==> src/rtl/pwm_multi.sv <==
// pwm_multi -- multi-channel PWM generator sharing one period counter.
//
// Ports:
//   fclk         system clock
//   reset        asynchronous, active-low reset
//   wr_en        register write strobe (one write per asserted cycle)
//   wr_addr      register address
//   wr_data      write data
//   oPWM         PWM outputs, one per channel, registered
//   period_done  one-cycle pulse after each completed period, registered
//
// Register map: 0..CHANNELS-1 staging duty, CHANNELS staging period,
// CHANNELS+1 ctrl (bit0 en, bit1 mode), CHANNELS+2 polarity mask.
// Duty, period and mode are double-buffered; the active copies load from
// staging on the period boundary so a period never changes shape midway.
module pwm_multi #(
    parameter int          CHANNELS   = 4,
    parameter int          CNT_W      = 20,
    parameter int          ADDR_W     = 3,
    parameter int unsigned DEF_PERIOD = 1000000
) (
    input  logic                fclk,
    input  logic                reset,
    input  logic                wr_en,
    input  logic [ADDR_W-1:0]   wr_addr,
    input  logic [CNT_W-1:0]    wr_data,
    output logic [CHANNELS-1:0] oPWM,
    output logic                period_done
);

    localparam logic [ADDR_W-1:0] ADDR_PERIOD = ADDR_W'(CHANNELS);
    localparam logic [ADDR_W-1:0] ADDR_CTRL   = ADDR_W'(CHANNELS + 1);
    localparam logic [ADDR_W-1:0] ADDR_POL    = ADDR_W'(CHANNELS + 2);
    localparam logic [CNT_W-1:0]  PERIOD_RST  = CNT_W'(DEF_PERIOD);

    logic                en_reg;
    logic                mode_stage_reg;
    logic                mode_stage_next;
    logic                mode_act_reg;
    logic [CHANNELS-1:0] pol_reg;
    logic [CNT_W-1:0]    period_stage_reg;
    logic [CNT_W-1:0]    period_stage_next;
    logic [CNT_W-1:0]    period_act_reg;
    logic [CNT_W-1:0]    cnt_reg;
    logic [CNT_W-1:0]    cnt_next;
    logic                down_reg;
    logic                down_next;
    logic                boundary;
    logic                halted;
    logic [CHANNELS-1:0] raw;
    logic [CHANNELS-1:0] pwm_reg;
    logic                done_reg;

    assign halted = !en_reg || (period_act_reg < CNT_W'(2));

    // Staging values including any write landing on this edge. While halted
    // the active copies follow these, so re-enabling always starts from the
    // latest programmed values (including a mode set in the same ctrl write).
    always_comb begin
        period_stage_next = period_stage_reg;
        mode_stage_next   = mode_stage_reg;
        if (wr_en && wr_addr == ADDR_PERIOD) begin
            period_stage_next = wr_data;
        end
        if (wr_en && wr_addr == ADDR_CTRL) begin
            mode_stage_next = wr_data[1];
        end
    end

    // Counter sequencing. Edge mode: 0..P-1 then wrap. Center mode: up to P,
    // down to 1, then back to 0; the boundary is the final 1->0 step.
    always_comb begin
        cnt_next  = cnt_reg;
        down_next = down_reg;
        boundary  = 1'b0;
        if (halted) begin
            cnt_next  = '0;
            down_next = 1'b0;
        end else if (!mode_act_reg) begin
            if (cnt_reg == period_act_reg - 1'b1) begin
                cnt_next = '0;
                boundary = 1'b1;
            end else begin
                cnt_next = cnt_reg + 1'b1;
            end
        end else if (!down_reg) begin
            if (cnt_reg == period_act_reg) begin
                cnt_next  = cnt_reg - 1'b1;
                down_next = 1'b1;
            end else begin
                cnt_next = cnt_reg + 1'b1;
            end
        end else begin
            if (cnt_reg == CNT_W'(1)) begin
                cnt_next  = '0;
                down_next = 1'b0;
                boundary  = 1'b1;
            end else begin
                cnt_next = cnt_reg - 1'b1;
            end
        end
    end

    // Per-channel duty registers and raw compare.
    generate
        for (genvar gi = 0; gi < CHANNELS; gi++) begin : g_chan
            logic [CNT_W-1:0] duty_stage_reg;
            logic [CNT_W-1:0] duty_stage_next;
            logic [CNT_W-1:0] duty_act_reg;

            always_comb begin
                duty_stage_next = duty_stage_reg;
                if (wr_en && wr_addr == ADDR_W'(gi)) begin
                    duty_stage_next = wr_data;
                end
            end

            always_ff @(posedge fclk or negedge reset) begin
                if (!reset) begin
                    duty_stage_reg <= '0;
                    duty_act_reg   <= '0;
                end else begin
                    duty_stage_reg <= duty_stage_next;
                    if (halted) begin
                        duty_act_reg <= duty_stage_next;
                    end else if (boundary) begin
                        // Pre-write staging: a write on the boundary edge
                        // waits for the following boundary.
                        duty_act_reg <= duty_stage_reg;
                    end
                end
            end

            assign raw[gi] = (cnt_reg < duty_act_reg);
        end
    endgenerate

    always_ff @(posedge fclk or negedge reset) begin
        if (!reset) begin
            en_reg           <= 1'b0;
            mode_stage_reg   <= 1'b0;
            mode_act_reg     <= 1'b0;
            pol_reg          <= '0;
            period_stage_reg <= PERIOD_RST;
            period_act_reg   <= PERIOD_RST;
            cnt_reg          <= '0;
            down_reg         <= 1'b0;
            pwm_reg          <= '0;
            done_reg         <= 1'b0;
        end else begin
            if (wr_en && wr_addr == ADDR_CTRL) begin
                en_reg <= wr_data[0];
            end
            if (wr_en && wr_addr == ADDR_POL) begin
                pol_reg <= wr_data[CHANNELS-1:0];
            end
            mode_stage_reg   <= mode_stage_next;
            period_stage_reg <= period_stage_next;
            if (halted) begin
                mode_act_reg   <= mode_stage_next;
                period_act_reg <= period_stage_next;
            end else if (boundary) begin
                mode_act_reg   <= mode_stage_reg;
                period_act_reg <= period_stage_reg;
            end
            cnt_reg  <= cnt_next;
            down_reg <= down_next;
            pwm_reg  <= halted ? pol_reg : (raw ^ pol_reg);
            done_reg <= boundary;
        end
    end

    assign oPWM        = pwm_reg;
    assign period_done = done_reg;

endmodule

==> config.mk <==
export PLATFORM = sky130hd
export DESIGN_NAME = pwm_multi
export DESIGN_NICKNAME = d
export VERILOG_FILES = /design/src/rtl/pwm_multi.sv
export SDC_FILE = /design/constraint.sdc
export NUM_CORES = 1
export LEC_CHECK = 0
export BUFFER_PORTS_ARGS = -buffer_cell sky130_fd_sc_hd__buf_2
export CAP_MARGIN = 20
export CORE_ASPECT_RATIO = 0.6
export CORE_MARGIN = 1.5
export CORE_UTILIZATION = 25
export CTS_CLUSTER_SIZE = 12
export DETAILED_ROUTE_END_ITERATION = 10
export SLEW_MARGIN = 40
export SYNTH_ARGS = -nofsm -noshare
export SYNTH_HDL_FRONTEND = slang
export SYNTH_SLANG_ARGS = --single-unit
==> constraint.sdc <==
create_clock -name fclk -period 4.7 [get_ports fclk]
set_clock_uncertainty 0.1 [all_clocks]
set_input_delay 1.41 -clock fclk [delete_from_list [all_inputs] [get_ports fclk]]
set_output_delay 1.41 -clock fclk [all_outputs]
set_load 0.05 [all_outputs]
* Word-level counts from Yosys, hierarchy flattened
Cells that the tools add are included.
Operators by class: add/subtract/negate cells 3, magnitude comparators 5, eq/ne operators 9, multiplexer cells 35, bitwise operators 1, reductions and logical operators 12
Operators by type and width (number):
- two-way mux 20 bit | 21
- less-than comparator 20 bit | 4
- == test 20 bit | 2
- subtractor 20 x 1 -> 20 bit (second input constant) | 2
- adder 20 x 1 -> 20 bit (second input constant) | 1
- == test 20 x 1 -> 1 bit (second input constant) | 1
- less-than comparator 20 x 2 -> 1 bit (second input constant) | 1
- two-way mux 1 bit | 13
- == test 3 bit (second input constant) | 3
- logical AND 1 bit | 7
- == test 3 x 2 -> 1 bit (second input constant) | 2
- two-way mux 4 bit | 1
- nonzero test 2 bit | 2
- bitwise XOR 4 bit | 1
- == test 3 x 1 -> 1 bit (second input constant) | 1
- zero test 3 bit | 1
- zero test 1 bit | 1
- logical OR 1 bit | 1
Storage, ports and cells: flip-flop bits (word level) 233, input bits 26, output and inout bits 5, logic and storage cells 83

* Longest topological paths before layout
Gate-level depths: netlist (run 1).
word-level depth 7, gate-level depth with buffers 13

* Least setup slack after synthesis (run 1)
OpenSTA, ideal clock, no wires.
kind reg2reg, start point register period_act_reg[12], end point register g_chan[0].duty_act_reg[19], setup time 0.137 ns, arrival 2.872 ns, data required time 4.463 ns, slack 1.591 ns, cell stages (with the launch flop) 12, period minus slack after synthesis 3.109 ns, path through dfrtp_1 buf_6 or3_1 or4_4 o31ai_1 o21a_1 nand4b_2 o41ai_4 buf_8 buf_12 mux2i_1 a21oi_1
On the way: cells in the longest elaborated chain, start to end 6, elaborated cells on any way between the ends 9, classes of those cells 1 x add/sub; 1 x order compare; 1 x eq/ne; 4 x mux; 2 x reduce/logical
RTL lines:
- start, declared | line 43 | logic [CNT_W-1:0] period_act_reg;
- start signal, assigned | line 161 | period_act_reg <= period_stage_next;
- start signal, assigned | line 164 | period_act_reg <= period_stage_reg;
- subtractor 20 x 1 -> 20 bit | line 80 | if (cnt_reg == period_act_reg - 1'b1) begin
- == test 20 bit | line 80
- two-way mux 1 bit | line 80
- two-way mux 1 bit | line 79 | end else if (!mode_act_reg) begin
- two-way mux 1 bit | line 76 | if (halted) begin
- nonzero test 2 bit (no line)
- end signal, assigned | line 125 | duty_act_reg <= duty_stage_next;
- end signal, assigned | line 129 | duty_act_reg <= duty_stage_reg;
- end, declared | line 109 | logic [CNT_W-1:0] duty_act_reg;
Several ways; a longest one is shown, not always the timed one. A chain may end at the register's enable or synchronous reset.

* Worst setup path in the final report (run 1)
start point register period_act_reg[4], end point register g_chan[3].duty_act_reg[11]
On the way: cells in the longest elaborated chain, start to end 6, elaborated cells on any way between the ends 9, classes of those cells 1 x add/sub; 1 x order compare; 1 x eq/ne; 4 x mux; 2 x reduce/logical
RTL lines (line):
- subtractor 20 x 1 -> 20 bit | 80
- == test 20 bit | 80
- two-way mux 1 bit | 80
- two-way mux 1 bit | 79
- two-way mux 1 bit | 76
- nonzero test 2 bit (no line)
- end signal, assigned | 125
- end signal, assigned | 129
- end, declared | 109
Several ways; a longest one is shown, not always the timed one.

==> results of run 1 <==
routing by layer:
layer  track usage [%]  part of all wire (%)
met2              17.9                    41
met3              2.21                   4.5
met4              2.06                   1.6
met1              19.7                    53
met5                 0                     0
path summary, 6_finish.rpt:
check / start / slack (ns) / depth (start not counted) / end
setup reg to reg: period_act_reg[4] / 0.81 / 9 / g_chan[3].duty_act_reg[11]
hold reg to reg: pol_reg[2] / 0.38 / 1 / oPWM[2]
hold / removal: pol_reg[2] / 0.38 / 1 / oPWM[2]
setup / recovery: period_act_reg[4] / 0.81 / 9 / g_chan[3].duty_act_reg[11]
max in group asynchronous: reset / 2.74 / 3 / period_act_reg[19]
min in group asynchronous: reset / 0.66 / 1 / period_act_reg[2]
where the power goes:
group          switching [µW]  total, µW  leakage, µW  internal [µW]
logic                    1050       1850      0.00342            793
registers                 434       3020      0.00276           2580
clock network             843       1910     0.000370           1070
total                    2330       6780      0.00655           4450
stage by stage:
stage,setup slack (ns),instance area (µm²)
global route,0.602,14600
global placement,1.03,13800
CTS,0.840,14600
finish,0.812,14600
detailed placement,0.850,13800
floorplan,1.59,12900
logic make-up (layout without fill, tap and decap cells):
group,count (synthesis),count (layout)
multiplexers,221,221
AO/OA/AOI/OAI,201,201
buffers and inverters,140,181
XOR/XNOR,46,46
other,0,1
flip-flops,233,233
AND/OR/NAND/NOR,283,283
adder cells (fa/ha/maj),80,80
cell usage in the layout, fill, tap and decap left out, drive strengths merged, types with 3 or more instances in the layout:
cell type	instances
a2111oi	3
a211oi	6
a21o	28
a21oi	121
a31oi	5
and2	5
and3	8
and4	5
buf	52
clkbuf	40
dfrtp	219
dfstp	14
ha	80
inv	86
mux2	106
mux2i	115
nand2	18
nand2b	9
nand3	18
nand4	17
nand4b	5
nor2	135
nor2b	6
nor3	18
nor3b	4
nor4	8
o21a	4
o21ai	17
o31ai	4
or3	9
or4	12
xnor2	28
xor2	18
area by class of cell:
cell class | instances | area [µm²] | area share [%]
clock inverter | 5 | 71.3 | 0.488
tap | 693 | 867 | 5.93
clock buffer | 40 | 692 | 4.74
multi-input combinational | 831 | 6430 | 44.0
inverter | 84 | 315 | 2.16
sequential | 233 | 5850 | 40.0
timing repair buffer | 52 | 380 | 2.60
antenna | 1 | 2.50 | 0.0171
critical path, cell delays in order (launching register included):
cell and delay [ns]:
dfrtp_1 0.45, nor4_4 0.64, nand2_1 0.31, xor2_1 0.23
a2111oi_0 0.35, o211ai_1 0.27, o41ai_4 0.34, buf_4 0.61
mux2i_1 0.27, a21oi_1 0.10
==> results.md, run 1 <==
* Vias at around 9.0k
* Initial core utilization at 25.3%
* Worst hold slack at 0.382 ns
* Residual DRC count at 0
* Post_cts resized at 0
* Yosys Warn Count at 0
* Clk Latency, worst-skew pair at 0.56 ns
* Slew Limit Fails at 0
* Clock buffer count from CTS at 25
* Post-synthesis compound-gate area fraction at between 9 and 10%
* Synth Area in Simple Gates at 11.1%
* FP Rows at 64
* Detailed Routing Iterations Pass 1 at 5
* Synth cell count leaders: 219 x dfrtp_1, 135 x nor2_1, 121 x a21oi_1, 115 x mux2i_1, 106 x mux2_2
* Final core utilization at 28.6%
* Fin crit share at 82.7%
* Arrival time worst endpoint at 4.16 ns
* Netlist Area Pre-Place at 12,900 µm²
* Status: finished, final reports clean
* Leading area contributor after synthesis: dfrtp_1
* Pwr/cell area at 464 nW/µm²
* Initial antenna violation count at 2
* Maximum clock path buffer count at 3
* Worst VDD drop at 0.266 mV
* Fill cells at 5,310
* Die footprint at 53,100 µm²
* Synth Net Count at 1,310
* Adder-cell share of the synthesized area at 7.75%
* H-tree depth at 1
* Largest family of logic cells by synthesized area: multiplexers
* Tot Pwr at 6780 µW
* RSZ-0062 raised after global routing: false
* Syn_area_per_cell at 10.7 µm²
* Yosys cell types at 59
* Critical path data required time at 4.97 ns
* Port buffer count at 30
* Fin nets at 1,333
* Starting DRT DRC Count at 543
* Setup TNS at 0 ns
* Area contributors post-synth: dfrtp_1 42%, mux2_2 9.2%, mux2i_1 8.9%, ha_1 7.7%, a21oi_1 4.7%
* Final Non-Filler Cells at around 1.9k
* Crit path capture type: register
* CP Max Fanout at 36
* Leak Pwr at ~0.0066 µW
* Critical path startpoint category: register
* Post-synth ARST share at between 90% and 100%
* Seq/Total Area, Yosys at a little under half
* WL per Instance at 17.0 µm
* GP Congestion at 0.837
* Hold crit path type: reg2reg
* Post-Route WL at 33,000 µm
* Syn-to-layout area delta at 13.1%
* TritonCTS clock tree: built
* Cell count after placement at 1,892
* Share of Yosys cell area claimed by the top area cell type at 42.4%
* CTS root buffer: clkbuf_16
* Gate count after technology mapping at 1,204
* Grt ovf at 0
* Total track usage at roughly an eighth
* Vias per cell at about 4.6
* First-pass GRT wire length at 51,900 µm
* Vias in the first global route at around 8.9k
* Num ports at 31
* Top-count cell post-synth: dfrtp_1
* Max Cap Viol at 0
* Tmin final at 3.89 ns
* Sink Count at 233
* Chip height at 179 µm
* Final setup fails at 0
* Worst slew pin tran at between 0.8 and 0.9 ns
* Share of cells above drive strength 1 at around 18%
* Yosys reg bits at ~230
* Fmax at ~0.26 GHz
* Kind of critical path: reg2reg
* Detail Route Antenna Nets at 0
* Final count of hold timing violations at 0
* Slew margin rel. at 45.7%
* Predominant post-synthesis flop cell: dfrtp_1
* DP HPWL at approximately 23,000 µm
* Hold buffers post-CTS at 0
* Die W at 297 µm
* Post-CTS Setup Inserts at 0
* Largest net degree at the start of global routing at 78
* Post-Synth XOR/XNOR Area at 3.12%
* Mux cell area share after synthesis at ~18%
* Core area at 51,000 µm²
* CTS clk-pin slew, worst paths at approximately 0.070 ns
* Count of flip-flops with a built-in enable after synthesis at 0
(Power assumes the default switching activity.)
==> run 2, diff against run 1 <==
==> constraint.sdc (replaced) <==
create_clock -name fclk -period 3.75 [get_ports fclk]
set_clock_uncertainty 0.1 [all_clocks]
set_input_delay 1.125 -clock fclk [delete_from_list [all_inputs] [get_ports fclk]]
set_output_delay 1.125 -clock fclk [all_outputs]
set_load 0.05 [all_outputs]
==> results.md, run 2 (same netlist as run 1, synthesis figures left out) <==
* Share of cells above drive strength 1 at 18.9% (+1.3 points)
* Diodes inserted at 0 (-1)
* Tmin final at 3.47 ns (-0.420 ns)
* Worst hold slack at 0.393 ns (+0.0101 ns)
* Met1 Usage GRT at 19.6% (-0.12 points)
* Arrival time worst endpoint at 3.75 ns (-0.41 ns)
* Met2 usage at 18.3% (+0.35 points)
* Total track usage at 12.6% (+0.036 points)
* Hold buffers post-CTS at 0 (unchanged)
* Clock buffer count from CTS at 24 (-4.0%)
* Max Cap Viol at 0 (unchanged)
* Chip height at 179 µm (unchanged)
* Met3 Use GR at 2.37% (+0.16 points)
* Slew Limit Fails at 0 (unchanged)
* Initial core utilization at 25.3% (unchanged)
* Die footprint at 53,100 µm² (unchanged)
* Critical path startpoint category: register
* Commonest non-fill, non-tap cell in the layout: dfrtp_1
* Tot Pwr at 8420 µW (+24%)
* Residual DRC count at 0 (unchanged)
* Detailed Routing Iterations Pass 1 at 5 (unchanged)
* Vias in the first global route at 8,889 (+0.41%)
* RSZ-0062 raised after global routing: false
* CTS root buffer: clkbuf_16
* Worst VDD drop at 0.327 mV (+23%)
* Critical path data required time at 4.03 ns (-0.94 ns)
* Sink Count at 233 (unchanged)
* Leak Pwr at 0.00665 µW (+1.5%)
* CP Max Fanout at 16 (-56%)
* Fin crit share at 92.5% (+9.7 points)
* Final core utilization at 29.0% (+0.33 points)
* DP HPWL at 23,600 µm (+1.2%)
* Worst slew pin tran at 0.838 ns (+0.0239 ns)
* Status: finished, final reports clean
* Maximum clock path buffer count at 3 (unchanged)
* Core area at 51,000 µm² (unchanged)
* Clk Latency, worst-skew pair at 0.54 ns (-0.02 ns)
* Crit path capture type: register
* Setup ws final at 0.282 ns (-0.530 ns)
* Kind of critical path: reg2reg
* WL per Instance at 16.7 µm (-1.9%)
* Post-Route WL at 32,700 µm (-1.0%)
* TritonCTS clock tree: built
* Fin nets at 1,352 (+1.4%)
* Gr busiest metal: met1
* CTS clk-pin slew, worst paths at 0.06 ns (about the same)
* Final setup fails at 0 (unchanged)
* Pre-CTS WS at 0.109 ns (-0.742 ns)
* GP Congestion at 0.853 (+2.0%)
* Fmax at 0.288 GHz (+12%)
* Setup TNS at 0 ns (unchanged)
* Die W at 297 µm (unchanged)
* Hold crit path type: reg2reg
* Most frequent cells in the layout: 218 x dfrtp_1, 135 x nor2_1, 121 x a21oi_1
* Syn-to-layout area delta at 14.4%
* Grt ovf at 0 (unchanged)
* Largest net degree at the start of global routing at 81 (+3.8%)
* H-tree depth at 1 (unchanged)
* Detail Route Antenna Nets at 0 (unchanged)
* First-pass GRT wire length at 52,000 µm (+0.32%)
* Slew margin rel. at 44.1% (-1.6 points)
* FP Rows at 64 (unchanged)
* Initial antenna violation count at 2 (unchanged)
* Vias at 8,967 (-0.43%)
* Pwr/cell area at 569 nW/µm² (+23%)
* Final count of hold timing violations at 0 (unchanged)
* Vias per cell at 4.58 (-1.3%)
* Num ports at 31 (unchanged)
* Starting DRT DRC Count at 658 (+21%)
* Port buffer count at 30 (unchanged)
==> run 2: cell types whose count changed in the layout (fill, tap and decap cells not counted), sizes merged <==
| cell | delta |
|---|---|
| diode | -1 |
| clkbuf | +2 |
| bufinv | -1 |
| buf | +20 |
| inv | -2 |
==> run 2: worst paths after layout <==
kind | from | to | slack [ns] | depth (start not counted)
worst min-delay path | pol_reg[2] | oPWM[2] | 0.39 | 1
worst max-delay path | period_act_reg[0] | period_act_reg[4] | 0.28 | 13
worst max register to register | period_act_reg[0] | period_act_reg[4] | 0.28 | 13
min in group asynchronous | reset | period_act_reg[11] | 0.49 | 1
max in group asynchronous | reset | g_chan[1].duty_act_reg[1] | 2.21 | 2
worst min register to register | pol_reg[2] | oPWM[2] | 0.39 | 1
==> run 2: report_power, final <==
part           switching (µW)  internal, µW
registers                 503          3240
logic                    1360          1020
clock network            1010          1280
==> run 2: final cells by class <==
class / count / area [µm²]
multi-input combinational: 831 / 6430
clock inverter: 2 / 25.0
clock buffer: 42 / 708
fill: 5308 / 36200
timing repair buffer: 72 / 588
tap: 693 / 867
sequential: 233 / 5850
inverter: 84 / 315
==> run 2: layer usage <==
layer  share of wire, %  wire length, µm
met3                4.8             1580
met5                  0                0
met4                1.3              416
met1                 54            17500
met2                 40            13200
==> run 2: stage by stage <==
step                      instances  instance area [µm²]
after floorplan                1204                12900
after global placement         1912                14000
final                          1957                14800
after detailed placement       1912                14000
after global routing           1957                14800
after CTS                      1956                14800
==> run 2: timing repair <==
item / CTS / global route
resized for setup: 0 / 3
setup endpoints to repair: 0 / 92
buffers inserted: 0 / 1
==> run 2: worst max-delay path, cell delays in order (launching register included) <==
cell and delay, ns:
dfrtp_2 0.46, inv_1 0.08, ha_1 0.31, nand2_1 0.09, o31ai_1 0.21, nand4_1 0.15, a2111oi_2 0.40, o211ai_1 0.29
o41ai_4 0.33, buf_4 0.20, buf_12 0.18, buf_12 0.19, mux2i_1 0.20, a21oi_1 0.09
==> run 3, diff against run 2 <==
--- a/config.mk
+++ b/config.mk
@@ -10,6 +10,7 @@
 export CORE_ASPECT_RATIO = 0.6
 export CORE_MARGIN = 1.5
 export CORE_UTILIZATION = 25
+export CTS_BUF_LIST = sky130_fd_sc_hd__clkbuf_4 sky130_fd_sc_hd__clkbuf_8
 export CTS_CLUSTER_SIZE = 12
 export DETAILED_ROUTE_END_ITERATION = 10
 export SLEW_MARGIN = 40
==> results.md, run 3 (same netlist as run 1, synthesis figures left out) <==
* Status: finished, final reports clean
* Vias at 9,004 (+0.41%)
* Worst slew pin tran at 0.828 ns (-0.00992 ns)
* GP Congestion at 0.853 (unchanged)
* Final setup fails at 0 (unchanged)
* Post-Route WL at 33,000 µm (+0.97%)
* TritonCTS clock tree: built
* Grt ovf at 0 (unchanged)
* Syn-to-layout area delta at 14.9%
* Pre-CTS WS at 0.109 ns (unchanged)
* Fill cells at 5,318 (+0.19%)
* Worst VDD drop at 0.330 mV (+1.1%)
* Hold crit path type: reg2reg
* Setup TNS at 0 ns (unchanged)
* Commonest non-fill, non-tap cell in the layout: dfrtp_1
* Final count of hold timing violations at 0 (unchanged)
* Port buffer count at 30 (unchanged)
* Largest net degree at the start of global routing at 81 (unchanged)
* Clk Latency, worst-skew pair at 0.57 ns (+0.03 ns)
* Residual DRC count at 0 (unchanged)
* Setup ws final at 0.279 ns (-0.00330 ns)
* Arrival time worst endpoint at 3.77 ns (+0.02 ns)
* Critical path data required time at 4.05 ns (+0.02 ns)
* Detail Route Antenna Nets at 0 (unchanged)
* Share of cells above drive strength 1 at 21.4% (+2.5 points)
* Final Non-Filler Cells at 1,981 (+1.2%)
* First-pass GRT wire length at 52,400 µm (+0.69%)
* Flop-to-flop setup slack at 0.28 ns (about the same)
* Detailed Routing Iterations Pass 1 at 5 (unchanged)
* RSZ-0062 raised after global routing: false
* CTS root buffer: clkbuf_8
* DP HPWL at 23,600 µm (unchanged)
* Sink Count at 233 (unchanged)
* Crit path capture type: register
* Tot Pwr at 8490 µW (+0.88%)
* Clock buffer count from CTS at 37 (+54%)
* Vias in the first global route at 9,036 (+1.7%)
* Initial core utilization at 25.3% (unchanged)
* CP Max Fanout at 16 (unchanged)
* Core area at 51,000 µm² (unchanged)
* FP Rows at 64 (unchanged)
* Initial antenna violation count at 2 (unchanged)
* Total track usage at 12.8% (+0.15 points)
* Fin crit share at 92.6% (about the same)
* Max Cap Viol at 0 (unchanged)
* Die footprint at 53,100 µm² (unchanged)
* Kind of critical path: reg2reg
* Starting DRT DRC Count at 603 (-8.4%)
* Tmin final at 3.47 ns (+0.00330 ns)
* WL per Instance at 16.7 µm (-0.26%)
* Pwr/cell area at 572 nW/µm² (+0.38%)
* Vias per cell at 4.55 (-0.80%)
* H-tree depth at 2 (+1)
* CTS clk-pin slew, worst paths at 0.07 ns (about the same)
* Maximum clock path buffer count at 3 (unchanged)
* Fin nets at 1,365 (+0.96%)
* Hold buffers post-CTS at 0 (unchanged)
* Chip height at 179 µm (unchanged)
* Fmax at 0.288 GHz (about the same)
* Slew margin rel. at 44.8% (+0.66 points)
* Num ports at 31 (unchanged)
* Critical path startpoint category: register
* Most frequent cells in the layout: 218 x dfrtp_1, 135 x nor2_1, 121 x a21oi_1
* Slew Limit Fails at 0 (unchanged)
* Die W at 297 µm (unchanged)
* Leak Pwr at 0.00672 µW (+1.1%)
* Cell count after placement at 1,912 (unchanged)
run 3: cell count changes in the layout (fill, tap and decap cells not counted), moves of 2 or more:
| cell | delta |
|---|---|
| clkbuf_8 | +42 |
| clkbuf_16 | -24 |
| clkbuf_4 | +12 |
| clkbuf_1 | -14 |
| clkinvlp_4 | +2 |
| clkinv_2 | +5 |
run 3: metal layers:
layer / global-route usage, % / wire length, µm
met4: 2.32 / 451
met1: 19.6 / 17700
met5: 0 / 0
met3: 2.70 / 1530
met2: 18.3 / 13400
run 3: repair_timing:
item,4_1_cts,5_1_grt
resized for setup,0,3
setup endpoints to repair,0,92
setup buffers,0,1
run 3: cell type report:
type	instances	area [µm²]	area share [%]
Multi-Input combinational cell	831	6430	43.3
Sequential cell	233	5850	39.4
Tap cell	693	867	5.84
Clock buffer	58	723	4.87
Timing Repair Buffer	72	588	3.96
Inverter	84	315	2.12
Clock inverter	9	81.3	0.548
Antenna cell	1	2.50	0.0168
run 3: worst max-delay path: stages (launching register included):
cell and delay [ns]:
dfrtp_2 0.46, inv_1 0.08, ha_1 0.31, nand2_1 0.09
o31ai_1 0.21, nand4_1 0.15, a2111oi_2 0.40, o211ai_1 0.29
o41ai_4 0.33, buf_4 0.20, buf_12 0.18, buf_12 0.19
mux2i_1 0.20, a21oi_1 0.09
run 3: per-stage QoR:
| step | instance area, µm² | util, % | hold WS, ns |
|---|---|---|---|
| floorplan | 12900 | - | 0.341 |
| global placement | 14000 | 27.5 | 0.381 |
| detailed placement | 14000 | 27.5 | 0.382 |
| CTS | 14800 | 29.1 | 0.423 |
| global route | 14900 | 29.1 | 0.420 |
| finish | 14900 | 29.1 | 0.409 |
run 3: final timing paths:
| path | start | depth (start not counted) | to |
|---|---|---|---|
| min | pol_reg[2] | 1 | oPWM[2] |
| max in group asynchronous | reset | 2 | g_chan[1].duty_stage_reg[2] |
| max reg2reg | period_act_reg[0] | 13 | period_act_reg[4] |
| min reg2reg | pol_reg[2] | 1 | oPWM[2] |
| max | period_act_reg[0] | 13 | period_act_reg[4] |
| min in group asynchronous | reset | 1 | period_act_reg[11] |
run 3: where the power goes:
| group | switching [µW] | internal (µW) |
|---|---|---|
| sequential | 503 | 3240 |
| clock | 1060 | 1310 |
| combinational | 1360 | 1020 |
| total | 2920 | 5570 |
